--- src/rtl/data_mem_sw_if.sv ---
// data_mem_sw_if: store request/handshake and word-memory port bundle for data_mem_sw
interface data_mem_sw_if #(
    parameter int ADDR_WIDTH = 32
);
    logic                  Store_Req;
    logic [2:0]            Lw_Sw_OP;
    logic [ADDR_WIDTH-1:0] Store_Addr;
    logic [31:0]           Store_Data;
    logic                  Store_Ready;
    logic                  Store_Done;
    logic [ADDR_WIDTH-3:0] Mem_Addr;
    logic                  Mem_Rd_En;
    logic [31:0]           Mem_Rd_Data;
    logic                  Mem_Wr_En;
    logic [31:0]           Mem_Wr_Data;
    logic                  Misalign_Err;
    modport master (
        output Store_Req, Lw_Sw_OP, Store_Addr, Store_Data, Mem_Rd_Data,
        input  Store_Ready, Store_Done, Mem_Addr, Mem_Rd_En, Mem_Wr_En, Mem_Wr_Data, Misalign_Err
    );
    modport slave (
        input  Store_Req, Lw_Sw_OP, Store_Addr, Store_Data, Mem_Rd_Data,
        output Store_Ready, Store_Done, Mem_Addr, Mem_Rd_En, Mem_Wr_En, Mem_Wr_Data, Misalign_Err
    );
endinterface

--- src/rtl/data_mem_sw.sv ---
// data_mem_sw: SB/SH/SW store unit over a word-only memory (read-modify-write for SB/SH); STORE_MISALIGN_TRAP_EN enables misalignment trapping
module data_mem_sw #(
    parameter int ADDR_WIDTH   = 32,
    parameter int READ_LATENCY = 1
) (
    input logic          Clk,
    input logic          Reset,
    data_mem_sw_if.slave bus
);
    localparam logic [2:0] SB_OP_STORE = 3'b000;
    localparam logic [2:0] SH_OP_STORE = 3'b001;
    localparam logic [2:0] SW_OP_STORE = 3'b010;
    typedef enum logic [1:0] {IDLE, READ, WAIT, WRITE} state_t;
    state_t                state, state_nxt;
    logic [2:0]            op_q;
    logic [ADDR_WIDTH-1:0] addr_q;
    logic [31:0]           data_q;
    logic [31:0]           merge_q;
    logic [31:0]           wr_word;
    logic [2:0]            cnt;
    logic                  accept;
    logic                  op_ok;
    logic                  mis;
    logic                  last;
    assign accept = bus.Store_Req && state == IDLE;
    assign op_ok  = bus.Lw_Sw_OP inside {SB_OP_STORE, SH_OP_STORE, SW_OP_STORE};
    assign last   = cnt == 3'(READ_LATENCY - 1);
`ifdef STORE_MISALIGN_TRAP_EN
    logic err_q;
    assign mis = (bus.Lw_Sw_OP == SH_OP_STORE && bus.Store_Addr[0]) ||
                 (bus.Lw_Sw_OP == SW_OP_STORE && bus.Store_Addr[1:0] != 2'b00);
    always_ff @(posedge Clk or posedge Reset)
        if (Reset) err_q <= 1'b0;
        else       err_q <= accept && mis;
    assign bus.Misalign_Err = err_q;
`else
    assign mis              = 1'b0;
    assign bus.Misalign_Err = 1'b0;
`endif
    always_comb begin
        state_nxt = state;
        case (state)
            IDLE:    if (accept && op_ok && !mis) state_nxt = (bus.Lw_Sw_OP == SW_OP_STORE) ? WRITE : READ;
            READ:    state_nxt = WAIT;
            WAIT:    if (last) state_nxt = WRITE;
            default: state_nxt = IDLE;
        endcase
    end
    always_ff @(posedge Clk or posedge Reset)
        if (Reset) state <= IDLE;
        else       state <= state_nxt;
    always_ff @(posedge Clk or posedge Reset)
        if (Reset) begin
            op_q    <= '0;
            addr_q  <= '0;
            data_q  <= '0;
            merge_q <= '0;
            cnt     <= '0;
        end else begin
            if (accept) begin
                op_q   <= bus.Lw_Sw_OP;
                addr_q <= bus.Store_Addr;
                data_q <= bus.Store_Data;
            end
            cnt <= (state == WAIT) ? cnt + 3'd1 : 3'd0;
            if (state == WAIT && last) merge_q <= bus.Mem_Rd_Data;
        end
    // Lane merge depends only on registered request and the captured read word.
    always_comb begin
        wr_word = merge_q;
        if (op_q == SB_OP_STORE)      wr_word[{addr_q[1:0], 3'b000} +: 8] = data_q[7:0];
        else if (op_q == SH_OP_STORE) wr_word[{addr_q[1], 4'b0000} +: 16] = data_q[15:0];
        else                          wr_word = data_q;
    end
    assign bus.Store_Ready = state == IDLE;
    assign bus.Mem_Rd_En   = state == READ;
    assign bus.Mem_Wr_En   = state == WRITE;
    assign bus.Store_Done  = state == WRITE;
    assign bus.Mem_Addr    = addr_q[ADDR_WIDTH-1:2];
    assign bus.Mem_Wr_Data = wr_word;
endmodule

--- src/flat_wrapper.sv ---
// flat-port wrapper written by rule: the top's interface ports become plain ports
module data_mem_sw_flat 
#(
    parameter int ADDR_WIDTH   = 32,
    parameter int READ_LATENCY = 1
)
  (Clk, Reset, bus_Store_Req, bus_Lw_Sw_OP, bus_Store_Addr, bus_Store_Data, bus_Mem_Rd_Data, bus_Store_Ready, bus_Store_Done, bus_Mem_Addr, bus_Mem_Rd_En, bus_Mem_Wr_En, bus_Mem_Wr_Data, bus_Misalign_Err);
  data_mem_sw_if #(.ADDR_WIDTH(ADDR_WIDTH)) bus_i ();
  input logic Clk;
  input logic Reset;
  input wire logic [$bits(bus_i.Store_Req)-1:0] bus_Store_Req;
  input wire logic [$bits(bus_i.Lw_Sw_OP)-1:0] bus_Lw_Sw_OP;
  input wire logic [$bits(bus_i.Store_Addr)-1:0] bus_Store_Addr;
  input wire logic [$bits(bus_i.Store_Data)-1:0] bus_Store_Data;
  input wire logic [$bits(bus_i.Mem_Rd_Data)-1:0] bus_Mem_Rd_Data;
  output wire logic [$bits(bus_i.Store_Ready)-1:0] bus_Store_Ready;
  output wire logic [$bits(bus_i.Store_Done)-1:0] bus_Store_Done;
  output wire logic [$bits(bus_i.Mem_Addr)-1:0] bus_Mem_Addr;
  output wire logic [$bits(bus_i.Mem_Rd_En)-1:0] bus_Mem_Rd_En;
  output wire logic [$bits(bus_i.Mem_Wr_En)-1:0] bus_Mem_Wr_En;
  output wire logic [$bits(bus_i.Mem_Wr_Data)-1:0] bus_Mem_Wr_Data;
  output wire logic [$bits(bus_i.Misalign_Err)-1:0] bus_Misalign_Err;
  assign bus_i.Store_Req = bus_Store_Req;
  assign bus_i.Lw_Sw_OP = bus_Lw_Sw_OP;
  assign bus_i.Store_Addr = bus_Store_Addr;
  assign bus_i.Store_Data = bus_Store_Data;
  assign bus_i.Mem_Rd_Data = bus_Mem_Rd_Data;
  assign bus_Store_Ready = bus_i.Store_Ready;
  assign bus_Store_Done = bus_i.Store_Done;
  assign bus_Mem_Addr = bus_i.Mem_Addr;
  assign bus_Mem_Rd_En = bus_i.Mem_Rd_En;
  assign bus_Mem_Wr_En = bus_i.Mem_Wr_En;
  assign bus_Mem_Wr_Data = bus_i.Mem_Wr_Data;
  assign bus_Misalign_Err = bus_i.Misalign_Err;
  data_mem_sw #(.ADDR_WIDTH(ADDR_WIDTH), .READ_LATENCY(READ_LATENCY)) u_core (.Clk(Clk), .Reset(Reset), .bus(bus_i));
endmodule
--- config.mk ---
export PLATFORM = sky130hd
export DESIGN_NAME = data_mem_sw_flat
export DESIGN_NICKNAME = d
export VERILOG_FILES = /design/src/rtl/data_mem_sw_if.sv /design/src/rtl/data_mem_sw.sv /design/src/flat_wrapper.sv
export SDC_FILE = /design/constraint.sdc
export NUM_CORES = 1
export LEC_CHECK = 0
export CORE_ASPECT_RATIO = 0.75
export CORE_UTILIZATION = 44
export CTS_BUF_LIST = sky130_fd_sc_hd__clkbuf_4 sky130_fd_sc_hd__clkbuf_8
export CTS_CLUSTER_DIAMETER = 30
export DETAILED_ROUTE_END_ITERATION = 8
export GPL_TIMING_DRIVEN = 1
export PLACE_DENSITY_LB_ADDON = 0.12
export SYNTH_ARGS = -nofsm -noshare
export SYNTH_HDL_FRONTEND = slang
export SYNTH_SLANG_ARGS = --single-unit
export TNS_END_PERCENT = 100
--- constraint.sdc ---
create_clock -name Clk -period 9.18 [get_ports Clk]
set_clock_uncertainty 0.2 [all_clocks]
set_input_delay 1.836 -clock Clk [delete_from_list [all_inputs] [get_ports Clk]]
set_output_delay 1.836 -clock Clk [all_outputs]
set_load 0.1 [all_outputs]
==> results.toml <==
[finish]
fillers = 1002
synthToLayoutAreaGrowth_pct = 31.78
fin_nets = 666
drive_above_1_share = 0.2581
design_area_mm2 = 0.007169
diodes = 0
ff_latch_area_mm2 = 0.002603
multi_input_area_mm2 = 0.002401
final_util = 0.6062

[place]
dp_hpwl_um = 9350
portBuffers = 167
routabilityCongestion = 0.7985
dp_slack_ns = 2.929
placed_area_mm2 = 0.006944

[clock_network]
cts.sinks = 104
clkTransAtPathRegs_ns = 0.10
numCtsBuffers = 9
cts_hold_buf = 0
clk_latency_ns = 0.38
post_cts_buffers = 0
cts_max_level = 3
cts_tree = "done"
clockBufferDepth = 2
cts_root_buf = "clkbuf_8"
cts-resized-gates = 0

[setup_path]
r2r_cells = 5
reg2reg_from = "u_core.state[0]"
critPathMaxFanout = 24
worstSetupStartpoint = "u_core.addr_q[1]"
r2r_end = "u_core.merge_q[7]"
crit_required_ns = 7.14
critPathCapture = "bus_Mem_Wr_Data[31]"
criticalPathCategory = "reg -> out"
r2r_slack_ns = 6.63
startpoint_type = "flip-flop"
worstSetupEndpointType = "primary output"
critPathArrivalTime_ns = 4.68

[floorplan]
core_mm2 = 0.01183
die_h_um = 98.30
die_area_mm2 = 0.01282
die_w_um = 130.4
start_util = 0.4600
num_rows = 34
io_pins = 169

[grt]
grt_antenna_before_repair = 0
grt_pass1_wl_um = 21090
grt_usage = 0.2186
grt_pass1_vias = 3993
grt.overflow.total = 0
grt_max_degree = 88

[logic_synthesis]
synth-main-ff-cell = "dfrtp_1"
synth.most_common_cell = "dfrtp_1"
syn_nets = 543
yosys-top-cells-count = "104 x dfrtp_1, 99 x mux2_2, 33 x buf_4"
synth_seq_area_share = 0.4784
synth_top_area_cell = "dfrtp_1"
netlist.area_leader.share = 0.4784
yosysUniqueCellTypes = 45
synthArstFlopShare = 1.000
ys.warnings.count = 0
syn_inst = 430
synth_seq_cells = 104
synthesis.area_mm2 = 0.005440
avgSynthCellArea_um2 = 12.65
synth_edf_count = 0
yosys-top-cells-area = "dfrtp_1 48%, mux2_2 20%, buf_4 4.6%, a221oi_2 3.6%, mux2i_1 3.1%"

[route]
drcViolationCount = 0
drt-wirelength-per-cell_um = 18.53
routed-via-count = 3883
ant_nets = 0
drtPass1Iterations = 4
drt-total-wl_um = 13340
via_per_inst = 5.393
drt-initial-drc-count = 203

[worst_hold_path]
hp-class = "reg -> reg"

[timing]
rsz0062_at_grt = "no"
period_needed_ns = 6.715
fmax_mhz = 148.9
tightest_slew_ns = 1.198
layout_setup_ws_ns = 2.465
slew_headroom = 0.2015
final_max_slew_viol_count = 0
setup_viol = 0
hold_viol_final = 0
tns_ns = 0
fin_crit_sh = 0.7315

[flow_run]
cap_violations = 0

[status]
status = "complete, no violations"
-- cell families (layout without fill, tap and decap cells) --
group | count (synthesis) | in the layout | synth area share
AO/OA/AOI/OAI | 76 | 76 | 0.1265
XOR/XNOR | 1 | 1 | 0.001610
adder cells (fa/ha/maj) | 11 | 11 | 0.02530
buffers and inverters | 70 | 198 | 0.08164
flip-flops | 104 | 104 | 0.4784
multiplexers | 116 | 116 | 0.2362
other | 1 | 1 | 0.0006893
AND/OR/NAND/NOR | 51 | 51 | 0.04968
-- through the flow --
stage,cells,hold WS (ns)
5_1_grt,720,0.3079
3_5_place_dp,704,0.2580
3_3_place_gp,704,0.2451
2_1_floorplan,430,0.2308
4_1_cts,720,0.2744
6_report,720,0.2711
-- critical path, stage by stage (launching register included) --
cell and delay, ns:
dfrtp_1 1.15, inv_1 0.30, ha_1 0.32, nor2b_1 0.44
and4_1 0.55, a221oi_2 0.10, a211oi_1 0.25, clkdlybuf4s50_1 1.18
-- metal layers --
layer  vias to the layer above  GRT usage  wire length, um
met4                         0    0.07162              238
li1                       1785          -                -
met3                        17    0.05973              867
met5                         -          0                0
met2                       141     0.3392             6105
met1                      1940     0.2955             6131
-- final cells by class --
| cell class | instances | share of cell area |
|---|---|---|
| timing repair buffer | 169 | 0.2353 |
| tap | 162 | 0.02827 |
| multi-input combinational | 256 | 0.3349 |
| sequential | 104 | 0.3630 |
| inverter | 13 | 0.007155 |
| clock buffer | 11 | 0.02024 |
| clock inverter | 5 | 0.01117 |
-- registers in the layout (all words and copies together), names as in the netlist --
register	flops
u_core.addr_q	32
u_core.data_q	32
u_core.merge_q	32
u_core.cnt	3
u_core.op_q	3
u_core.state	2
-- worst min-delay path by stage --
stage	start	endpoint	slack, ns	cells past startpoint
CTS	u_core.cnt[0]	u_core.cnt[0]	0.27	1
global route	u_core.cnt[0]	u_core.cnt[0]	0.31	1
global placement	u_core.cnt[0]	u_core.cnt[0]	0.25	1
finish	u_core.cnt[0]	u_core.cnt[0]	0.27	1
detailed placement	u_core.cnt[0]	u_core.cnt[0]	0.26	1
floorplan	u_core.cnt[0]	u_core.cnt[0]	0.23	1
-- layout by cell type, fill, tap and decap left out, types with 3 or more instances in the layout --
master	count
a211oi_1	10
a211oi_2	5
a21oi_1	5
a221oi_1	3
a221oi_2	13
a22o_1	9
a32oi_1	6
and2_1	4
clkbuf_8	10
clkdlybuf4s50_1	167
dfrtp_1	104
ha_1	11
inv_1	10
mux2_2	99
mux2i_1	17
nand2_1	3
nand3_1	8
nor2_1	19
nor2b_1	3
o211ai_1	8
o21ai_0	10
Power is not shown: default switching activity piles up to over one toggle a cycle in this logic, so the estimate is an artifact.
